`config.mk`:
```
export PLATFORM = sky130hd
export DESIGN_NAME = mfp_fft_bin_streamer
export DESIGN_NICKNAME = d
export VERILOG_FILES = /design/src/rtl/mfp_fft_bin_streamer.sv
export SDC_FILE = /design/constraint.sdc
export NUM_CORES = 1
export LEC_CHECK = 0
export CAP_MARGIN = 20
export CORE_ASPECT_RATIO = 1.5
export CORE_MARGIN = 2
export CORE_UTILIZATION = 46
export DETAILED_ROUTE_END_ITERATION = 8
export GPL_ROUTABILITY_DRIVEN = 1
export PLACE_DENSITY = 0.65
export SKIP_CTS_REPAIR_TIMING = 1
export SKIP_LAST_GASP = 1
export SLEW_MARGIN = 20
export SYNTH_ARGS = -nofsm -noshare
export SYNTH_HDL_FRONTEND = slang
export SYNTH_SLANG_ARGS = --single-unit
```
`constraint.sdc`:
```
create_clock -name clk -period 57.1 [get_ports clk]
set_input_delay 5.71 -clock clk [delete_from_list [all_inputs] [get_ports clk]]
set_output_delay 5.71 -clock clk [all_outputs]
set_load 0.02 [all_outputs]
```
`src/rtl/mfp_fft_bin_streamer.sv`:
```
// Ping-pong frame buffer: captures a packed FFT frame and streams it out one bin per handshake.
// Optional MFP_STREAM_BITREV_EN emits bins in bit-reversed index order.
module mfp_fft_bin_streamer #(
   parameter int unsigned FFTL = 16,
   parameter int unsigned FFTW = 8,
   parameter int unsigned IDXW = $clog2(FFTL)
) (
   input  logic                 clk,
   input  logic                 rst_n,
   input  logic                 in_valid,
   output logic                 in_ready,
   input  logic [FFTL*FFTW-1:0] in_re,
   input  logic [FFTL*FFTW-1:0] in_im,
   output logic                 out_valid,
   input  logic                 out_ready,
   output logic [FFTW-1:0]      out_re,
   output logic [FFTW-1:0]      out_im,
   output logic [IDXW-1:0]      out_idx,
   output logic                 out_last
);

   localparam int unsigned     BUSW     = FFTL * FFTW;
   localparam logic [IDXW-1:0] POS_LAST = IDXW'(FFTL - 1);

   logic [BUSW-1:0] bank_re [2];
   logic [BUSW-1:0] bank_im [2];
   logic [1:0]      full;
   logic [1:0]      full_nxt;
   logic            wr_bank;
   logic            rd_bank;
   logic [IDXW-1:0] pos;
   logic [IDXW-1:0] sel;
   logic            cap;
   logic            adv;
   logic            rel;

   // Emission order of bins within a frame.
   function automatic logic [IDXW-1:0] map_idx(input logic [IDXW-1:0] p);
      logic [IDXW-1:0] r;
`ifdef MFP_STREAM_BITREV_EN
      for (int i = 0; i < int'(IDXW); i++) r[i] = p[int'(IDXW) - 1 - i];
`else
      r = p;
`endif
      return r;
   endfunction

   assign in_ready  = !full[wr_bank];
   assign out_valid = full[rd_bank];
   assign cap       = in_valid && in_ready;
   assign adv       = out_valid && out_ready;
   assign rel       = adv && (pos == POS_LAST);
   assign sel       = map_idx(pos);

   // Capture and release always target different banks, so both can apply in one cycle.
   always_comb begin
      full_nxt = full;
      if (cap) full_nxt[wr_bank] = 1'b1;
      if (rel) full_nxt[rd_bank] = 1'b0;
   end

   always_ff @(posedge clk or negedge rst_n) begin
      if (!rst_n) begin
         full    <= 2'b00;
         wr_bank <= 1'b0;
         rd_bank <= 1'b0;
         pos     <= '0;
      end else begin
         full <= full_nxt;
         if (cap) wr_bank <= !wr_bank;
         if (adv) pos <= (pos == POS_LAST) ? '0 : pos + IDXW'(1);
         if (rel) rd_bank <= !rd_bank;
      end
   end

   // Frame storage carries no reset; contents are only observed once a bank is marked full.
   always_ff @(posedge clk) begin
      if (cap) begin
         bank_re[wr_bank] <= in_re;
         bank_im[wr_bank] <= in_im;
      end
   end

   always_comb begin
      out_re   = '0;
      out_im   = '0;
      out_idx  = '0;
      out_last = 1'b0;
      if (out_valid) begin
         out_re   = bank_re[rd_bank][int'(sel) * int'(FFTW) +: FFTW];
         out_im   = bank_im[rd_bank][int'(sel) * int'(FFTW) +: FFTW];
         out_idx  = sel;
         out_last = (pos == POS_LAST);
      end
   end

endmodule

```
; Word-level counts from Yosys, hierarchy flattened
; Memories as Yosys holds them, arrays and structs flattened.
; Index checks and enable logic that the tools add are counted.
[word_totals]
regBits = 8
ram_bits = 512
input_bits = 260
out_inout_bits = 23
elab_cells = 42
n_memories = 2
[op_classes]
add_sub_neg = 1
magnitude_cmp = 4
eq_ne = 1
shifts = 2
n_mux = 17
n_bitwise = 3
n_reduce_logical = 8
[mem_list]
columns = name, words, width, read_ports, rd_clocked_by_memory_dff, wr, line
row1 = bank_im, 2, 128, 1, 0, 1, 26  ; logic [BUSW-1:0] bank_im [2];
row2 = bank_re, 2, 128, 1, 0, 1, 25  ; logic [BUSW-1:0] bank_re [2];
[ops]
columns = op, count
row1 = $shiftx A128 B8 Y8, 2
row2 = $mux W8, 2
row3 = $mux W1, 9
row4 = $mux W4, 2
row5 = $logic_and A1 B1 Y1, 5
row6 = $add A4 B1 Y4 const B, 1
row7 = $eq A4 B4 Y1 const B, 1
row8 = $lt A1 B2 Y1 const B, 2
row9 = $mux W2, 2
row10 = $logic_not A1 Y1, 3
row11 = $and A2 B2 Y2, 1
row12 = $demux W1 S1, 2
row13 = $ge A1 B1 Y1 const B, 2
row14 = $not A2 Y2, 1
row15 = $or A2 B2 Y2, 1

; Logic depth before layout (Yosys ltp)
[depth]
word_depth = 8
mapped_depth = 8
depth_no_buf = 5

; Least setup slack after synthesis
; OpenSTA, ideal clock, no wires.
[synth_timing]
path_type = input port to flip-flop
start = in in_valid
end = reg wr_bank
setup_ps = 183
arrival_ps = 25358
t_required_ps = 56917
setup_slack_ps = 31559
stages = 2
n_path_buf = 0
path_cell_list = nor3b_1 o21bai_1
[synth_via]
elab_chain_cells = 1
[synth_lines]
columns = item, line
row1 = start: declaration, 10  ; input logic in_valid,
row2 = $logic_and A1 B1 Y1, 50  ; assign cap = in_valid && in_ready;
row3 = end signal: assignment, 70  ; if (cap) wr_bank <= !wr_bank;
row4 = end: declaration, 29  ; logic wr_bank;
; Every way passes these cells.
; A chain may end at the register's enable or synchronous reset.

; Final worst setup path
[layout_timing]
start = reg rd_bank
end = out out_im[2]
[layout_via]
elab_chain_cells = 3
word_cells_on_any_way = 5
cone_classes = 1 x shift / 3 x mux / 1 x memory
[layout_lines]
columns = item, line
row1 = start: declaration, 30  ; logic rd_bank;
row2 = start signal: assignment, 72  ; if (rel) rd_bank <= !rd_bank;
row3 = $mem_v2 Z2 W128 or $mux W1 (tied branches), -
row4 = $shiftx A128 B8 Y8 or $mux W1 (tied branches), "91, 49"
row5 = $mux W8 (*), 89  ; if (out_valid) begin
row6 = end: declaration, 17  ; output logic [FFTW-1:0] out_im,
; Every way passes the cells marked *; elsewhere a longest branch is shown, timed or not. The select of a mux whose other input is x is not followed.

==> out/qor.yml <==
outcome: "finished, final reports clean"
final-setup-viol-count: 0
yosys.area.top_type: "edfxtp_1"
power_leakage_uw: 0.007867
dieWidth_microns: 174.7
top_layer: "met5"
yosysMostFrequentCell: "edfxtp_1"
routedWlPerCell_microns: 25.66
synth_fa_ha_area_frac: 0.0006222
cp-end-kind: "output port"
r2r-end: "bank_re[1][91]"
tritoncts: "yes"
fin_skew_ns: 0.01413
portBuffers: 282
route.met3.wl_mm: 2.787
fin_setup_tns_ns: 0
rrSetupSlack_ns: 54.04
synth-simple-area-share: 0.03677
ys.flop_type: "edfxtp_1"
whs_path_depth: 1
p_per_area_nw_per_um2: 45.35
cpMaxStageDelayCell: "dfrtp_4"
path_cells: "mux2_2 > buf_4 > nand2_1 > o221ai_1 > clkdlybuf4s50_1"
async_flop_share: 0.01538
dp_slack_ns: 47.61
worst_slew_pin_slew_ns: 1.132
grt_pass1_wl_mm: 69.35
hold_start: "full[1]"
htree_levels: 2
crit_buf_inv: 2
yosysSeqAreaShare: 0.7745
drc: 0
layout.nets: 1552
muxShareOfSynthArea: 0.1374
synth_top_family_by_area: "multiplexers"
initial_core_util: 0.4671
synth-xor-area-share: 0.0004355
synth_commonest_cells: "edfxtp_1, mux2i_1, nand3_1, o22ai_1, mux4_2"
syn_area_per_cell_sq_um: 19.99
hold_viol: 0
synth_warnings: 0
drive_gt1_frac: 0.1149
path_class: "register to output port"
drv_cap: 0
rows: 93
critPathMaxFanout: 73
dp_hpwl_mm: 33.35
drtPass1Iterations: 5
clock_path_buffers: 3
root_buffer: "clkbuf_16"
drtIter0Drc: 741
synth-compound-area-share: 0.03086
cts_buffers: 47
synth_edf_count: 512
syn_inst: 1006
wl_mm: 48.65
ys_ff_latch: 520
synthesis.nets: 1267
ir_worst_vdd_mv: 0.02791
crit_required_ns: 51.39
grt_usage: 0.2112
synth_top_area_share: 0.7645
setup_ws_ns: 47.09
synth.area.top_cells: "edfxtp_1, mux4_2, mux2i_1"
die_h_microns: 260.1
worstPathArrival_ns: 4.30
io_pins: 283
clkTransAtPathRegs_ns: 0.06
cp-start-kind: "register"
synth.distinct_cells: 38
rr_worst_depth: 4
clock-sinks: 520
grt_pass1_vias: 10961
final_max_slew_viol_count: 0
overflow: 0
slew_headroom: 0.2453
rsz0062_at_grt: "false"
regToRegStartpoint: "wr_bank"
ant_nets: 0
dr_wl_met2_mm: 27.22
gp_congestion: 0.8062
insertion_delay_ns: 0.56
period_needed_ns: 10.01
min_to: "rd_bank"
area_growth_pct: 23.62
fmax_ghz: 0.09989
wl_met1_mm: 17.16
worstHoldPathType: "register to register"
grt_max_degree: 78
viasPerCell: 5.561
vias: 10543
core_sq_um: 43050
max_stage_delay_ns: 1.08
die_area_sq_um: 45440
finalCritPeriodShare: 0.1753
grt_antenna_before_repair: 6
path_delay_family: "buffers and inverters"
syn_area_sq_um: 20110
[layer usage]
layer | GRT usage | up-vias
met3 | 0.04123 | 71
met5 | 0 | -
met2 | 0.4001 | 330
met1 | 0.2357 | 5413
met4 | 0.07176 | 6
li1 | - | 4723
[cell usage in the layout, fill, tap and decap left out, types with 3 or more instances in the layout]
master and count:
edfxtp_1 512, clkdlybuf4s50_1 282, mux2i_1 129, nand3_1 65, o22ai_1 64, mux4_2 62
clkbuf_16 49, nor2_1 32, and4_1 16, buf_4 16, clkinv_1 14, o221ai_1 13
clkinv_2 7, clkbuf_1 6, dfrtp_1 6, and2_1 5, nand2_1 4, diode_2 3
nor3b_2 3, a21o_1 3, o221ai_2 3, bufinv_16 3
[sequential cells by signal, indices dropped and copies added (netlist names)]
register and count:
bank_im 256, wr_bank 1, pos 4, rd_bank 1, bank_re 256, full 2
[power by group]
group / internal (uW) / switching (uW)
clock: 169 / 130
sequential: 462 / 21.7
combinational: 149 / 197
[metrics by stage]
step	total power, uW	instances	hold slack [ns]	instance area (sq um)	util
after detailed placement	844.8	1812	0.5882	23400	0.5436
after global placement	840.9	1812	0.5725	23400	0.5436
after global routing	1172	1896	0.6420	24860	0.5774
final	1127	1896	0.5921	24860	0.5774
after CTS	1142	1893	0.5973	24850	0.5771
after floorplan	725.2	1006	0.4877	20110	-
[cells by family (layout without fill, tap and decap cells)]
group                      after synthesis  in the layout
AOI/OAI and AO/OA                       89             89
DFF                                    520            520
and+or+nand+nor                        136            136
buffers and inverters                   64            381
xor gates and xnor gates                 1              1
muxes                                  195            195
other                                    0              3
adders and majority gates                1              1
[worst max path at each step]
stage	startpoint	end	slack, ns	cells past startpoint
after floorplan	in_valid	wr_bank	31.56	2
after global placement	rd_bank	out_re[6]	47.64	6
after detailed placement	rd_bank	out_re[5]	47.61	5
after CTS	rd_bank	out_re[5]	47.02	5
after global routing	rd_bank	out_re[0]	46.81	5
final	rd_bank	out_im[2]	47.09	5
[cell type report]
class	count	area, sq um
diodes	3	7.507
clock buffers	55	1249
clock inverters	26	193.9
fillers	3311	18190
inverters	2	7.507
multi-input cells	422	4168
flip-flops and latches	520	15580
well taps	570	713.2
repair buffers	298	2943
(Power assumes the default switching activity.)
==> RTL change 1 (same settings) <==
Build with the macro `MFP_STREAM_BITREV_EN` defined.
--- a/src/rtl/mfp_fft_bin_streamer.sv
+++ b/src/rtl/mfp_fft_bin_streamer.sv
@@ -1,5 +1,7 @@
 // Ping-pong frame buffer: captures a packed FFT frame and streams it out one bin per handshake.
 // Optional MFP_STREAM_BITREV_EN emits bins in bit-reversed index order.
+`define MFP_STREAM_BITREV_EN
+
 module mfp_fft_bin_streamer #(
    parameter int unsigned FFTL = 16,
    parameter int unsigned FFTW = 8,
Function: changed (a bounded check fails within 4 cycles, from zero or initial values and one cycle with rst_n low).
==> RTL change 1 against the original RTL <==
Synthesized cell count shrank 4.2%; sequential cell count is the same; clock power grew 3%; wire length shrank 2.7%; critical path depth grew 2; area after synthesis grew 0.38%; worst setup slack lost 0.95 ns; sequential power grew 2%; final area grew 0.50%; worst hold slack lost 0.0051 ns; total power grew 1.3%; core utilization shrank 0.48 points.
==> RTL change 1: results (changes against the original RTL) <==
* DP HPWL at 32300 µm (-3.3%)
* Number of global-route vias before repair at 11000 (+0.57%)
* Global Route met2 Usage at 38.4% (-1.6 points)
* Count of cell types in the netlist at 34 (-11%)
* Worst Skew at 0.0232 ns (+0.00909 ns)
* GRT Resource Usage Total at 20.7% (-0.44 points)
* Hold wc startpoint: full[0]
* Final wirelength at 47300 µm (-2.7%)
* Syn_nets at 1225 (-3.3%)
* Gp weighted congestion at 0.770 (-4.6%)
* Share of cells above drive strength 1 at 19.6% (+8.1 points)
* Crit Reg-Reg Endpoint: bank_im[1][52]
* Worst-path fanout max at 60 (-18%)
* Die span in x at 175 µm (+0.19%)
* Initial drt markers at 888 (+20%)
* Initial antenna violation count at 4 (-2)
* Critical Path AT at 5.25 ns (+0.95 ns)
* Avg Vias per Cell at 5.56 (about the same)
* GR Layer Usage met3 at 3.13% (-0.99 points)
* Sequential element share of the synthesized area at 77.2% (-0.29 points)
* First-pass GRT wire length at 68400 µm (-1.4%)
* Met1 Resource Use GR at 24.9% (+1.3 points)
* Peak VDD IR at 0.0252 mV (-9.7%)
* Worst reg2reg path depth at 4 (unchanged)
* Status: complete, no violations
* Nets at 1504 (-3.1%)
* CTS Buf Count at 48 (+2.1%)
* Pleak at 7.87 nW (about the same)
* Synth cell count leaders: edfxtp_1 (512), mux4_2 (96), nand4_1 (81)
* Reg-to-reg slack, setup at 53.50 ns (-0.54 ns)
* Tmin final at 10.96 ns (+0.950 ns)
* Critical path endpoint: out_re[1]
* Worst slack, placed at 46.69 ns (-0.922 ns)
* CP Launch Point: pos[3]
* Synth area leaders: edfxtp_1 (76%), mux4_2 (11%), mux2_2 (3.7%)
-- RTL change 1: report_power, final --
| part | internal, W | switching, W | total [W] |
|---|---|---|---|
| combinational | 0.000154 | 0.000189 | 0.000343 |
| sequential | 0.000463 | 0.0000292 | 0.000492 |
| clock | 0.000173 | 0.000134 | 0.000307 |
| total | 0.000790 | 0.000352 | 0.00114 |
-- RTL change 1: cells by family (layout without fill, tap and decap cells) --
group           count (synthesis)  after routing  share of synthesized area [%]
fa+ha+maj                       1              1                         0.0620
simple gates                  158            158                           4.47
mux                           179            179                           15.2
compound gates                 39             39                           1.23
flops                         520            520                           77.2
buf+inv                        66            380                           1.81
other cells                     0              3                              0
xor+xnor                        1              1                         0.0434
-- RTL change 1: stage by stage --
step / total power (W) / hold slack (ns) / cell area (µm²) / cells
final: 0.00114 / 0.587 / 25000 / 1857
after global routing: 0.00119 / 0.625 / 25000 / 1856
after CTS: 0.00116 / 0.590 / 25000 / 1854
after detailed placement: 0.000851 / 0.576 / 23500 / 1769
after global placement: 0.000847 / 0.566 / 23500 / 1769
after floorplan: 0.000738 / 0.488 / 20200 / 964
-- RTL change 1: routing by layer --
metal | routed length, µm | up-vias
met5 | 8 | -
met4 | 1240 | 2
met3 | 2310 | 65
met2 | 26100 | 321
met1 | 17600 | 5320
li1 | - | 4614
-- RTL change 1: layout make-up --
| type | count | area (µm²) |
|---|---|---|
| fill | 3213 | 18600 |
| antenna | 3 | 7.51 |
| multi-input combinational | 378 | 4260 |
| timing repair buffer | 294 | 2920 |
| clock inverter | 28 | 254 |
| clock buffer | 57 | 1230 |
| tap | 576 | 721 |
| inverter | 1 | 3.75 |
| sequential | 520 | 15600 |
-- RTL change 1: worst min-delay path by stage --
stage | slack [ns] | cells past startpoint | to
final | 0.59 | 1 | full[0]
after global routing | 0.62 | 2 | wr_bank
after floorplan | 0.49 | 1 | rd_bank
after global placement | 0.57 | 1 | full[0]
after CTS | 0.59 | 1 | full[0]
after detailed placement | 0.58 | 1 | full[0]
-- RTL change 1: critical path: stages, from the launching register on --
cell and delay [ns]:
dfrtp_4 0.89, buf_4 0.76, buf_4 0.89, mux4_2 0.61, mux2i_1 0.19, nor2_1 0.14
or3_1 0.46, clkdlybuf4s50_1 0.56
==> RTL change 2 (same settings) <==
Made on the original files. Reset style: synchronous (`rst_n`), changed in one clocked block.
--- a/src/rtl/mfp_fft_bin_streamer.sv
+++ b/src/rtl/mfp_fft_bin_streamer.sv
@@ -59,7 +59,7 @@
       if (rel) full_nxt[rd_bank] = 1'b0;
    end
 
-   always_ff @(posedge clk or negedge rst_n) begin
+   always_ff @(posedge clk) begin
       if (!rst_n) begin
          full    <= 2'b00;
          wr_bank <= 1'b0;
Formal check against the unedited RTL: differs if rst_n is asserted again (counterexample within 4 cycles, from zero or initial values and one cycle with rst_n low); with rst_n held inactive, the same outputs for 4 cycles.
==> RTL change 2 against the original RTL <==
Area after synthesis is the same; sequential cell count rose by 1; clock skew down 0.0010 ns; core utilization up 0.53 points; worst setup slack worse by 0.17 ns; first-iteration DRC count fell by 4.6%; final area is 0.93% higher; register-to-register slack gained 0.59 ns; wire length decreased by 12%.
Power is not compared: it rests on default switching activity, and its combinational part moved more than twofold at a synthesized area within 25%.
==> RTL change 2: results (changes against the original RTL) <==
* Yosys warning total at 0 (unchanged)
* Worst Skew at 0.0131 ns (-0.00105 ns)
* Initial antenna violation count at 7 (+1)
* Worst hold endpoint: full[1]
* Nets at 1446 (-6.8%)
* Worst reg2reg path depth at 3 (-1)
* Via Count at 9701 (-8.0%)
* Mapped Cells at 887 (-12%)
* Post-synthesis mux area share at 17.1% (+3.3 points)
* DP HPWL at 28200 µm (-15%)
* Worst-margin pin slew at 1.07 ns (-0.0584 ns)
* Synth cell count leaders: edfxtp_1 (512), mux4_2 (94), mux2i_1 (65)
* Hold wc startpoint: rd_bank
* Cells after DPL at 1706 (-5.8%)
* Largest net degree at the start of global routing at 177 (+130%)
* Number of global-route vias before repair at 10400 (-4.8%)
* Fill cells at 3158 (-4.6%)
* First-pass GRT wire length at 62500 µm (-9.9%)
* Initial drt markers at 707 (-4.6%)
* Routed WL per cell at 23.9 µm (-7.0%)
* GRT Resource Usage Total at 18.7% (-2.4 points)
* Drt pass-1 iters at 6 (+1)
* Reg-to-reg slack, setup at 54.63 ns (+0.59 ns)
* Share of cells above drive strength 1 at 16.8% (+5.3 points)
* Count of cell types in the netlist at 32 (-16%)
* Worst-path fanout max at 42 (-42%)
* Sequential element share of the synthesized area at 77.3% (-0.10 points)
* Status: complete, no violations
* Crit Reg-Reg Endpoint: bank_im[0][5]
* # H-tree levels at 2 (unchanged)
* Synth area leaders: edfxtp_1 (76%), mux4_2 (11%), mux2i_1 (3.2%)
* Synth Area in Compound Gates at 2.33% (-0.75 points)
* Final wirelength at 42900 µm (-12%)
* RR Startpoint: wr_bank
* Syn_nets at 1148 (-9.4%)
* Max incr delay on CP at 0.90 ns (-0.18 ns)
* CP max-delay cell: dfxtp_4
* Async SR Flop Fraction at 0% (-1.5 points)
* Worst slack, placed at 47.35 ns (-0.266 ns)
* Critical path endpoint: out_im[6]
* Fraction of synthesized cell area in xor and xnor cells at 0.131% (+0.087 points)
* Tmin final at 10.18 ns (+0.168 ns)
* Critical Path AT at 4.47 ns (+0.17 ns)
* Gp weighted congestion at 0.725 (-10%)
==> RTL change 2: layout make-up <==
type | count | area share, %
Multi-Input combinational cell | 316 | 16.9
Timing Repair Buffer | 298 | 11.8
Sequential cell | 521 | 62.0
Clock inverter | 30 | 1.33
Inverter | 1 | 0.0150
Antenna cell | 6 | 0.0598
Clock buffer | 54 | 4.96
Tap cell | 570 | 2.84
==> RTL change 2: routing by layer <==
metal	vias up	GRT usage (%)	part of all wire, %
li1	4374	-	-
met4	4	6.83	2.7
met1	4976	22.2	37
met5	-	0	0.065
met3	64	3.25	5.2
met2	283	34.0	55
==> RTL change 2: per-stage QoR <==
stage	utilization, %	hold slack [ns]	cell area [µm²]
final	58.3	0.506	25100
after global routing	58.3	0.562	25100
after CTS	58.2	0.503	25100
after detailed placement	54.6	0.501	23500
after global placement	54.5	0.485	23500
after floorplan	-	0.462	20100
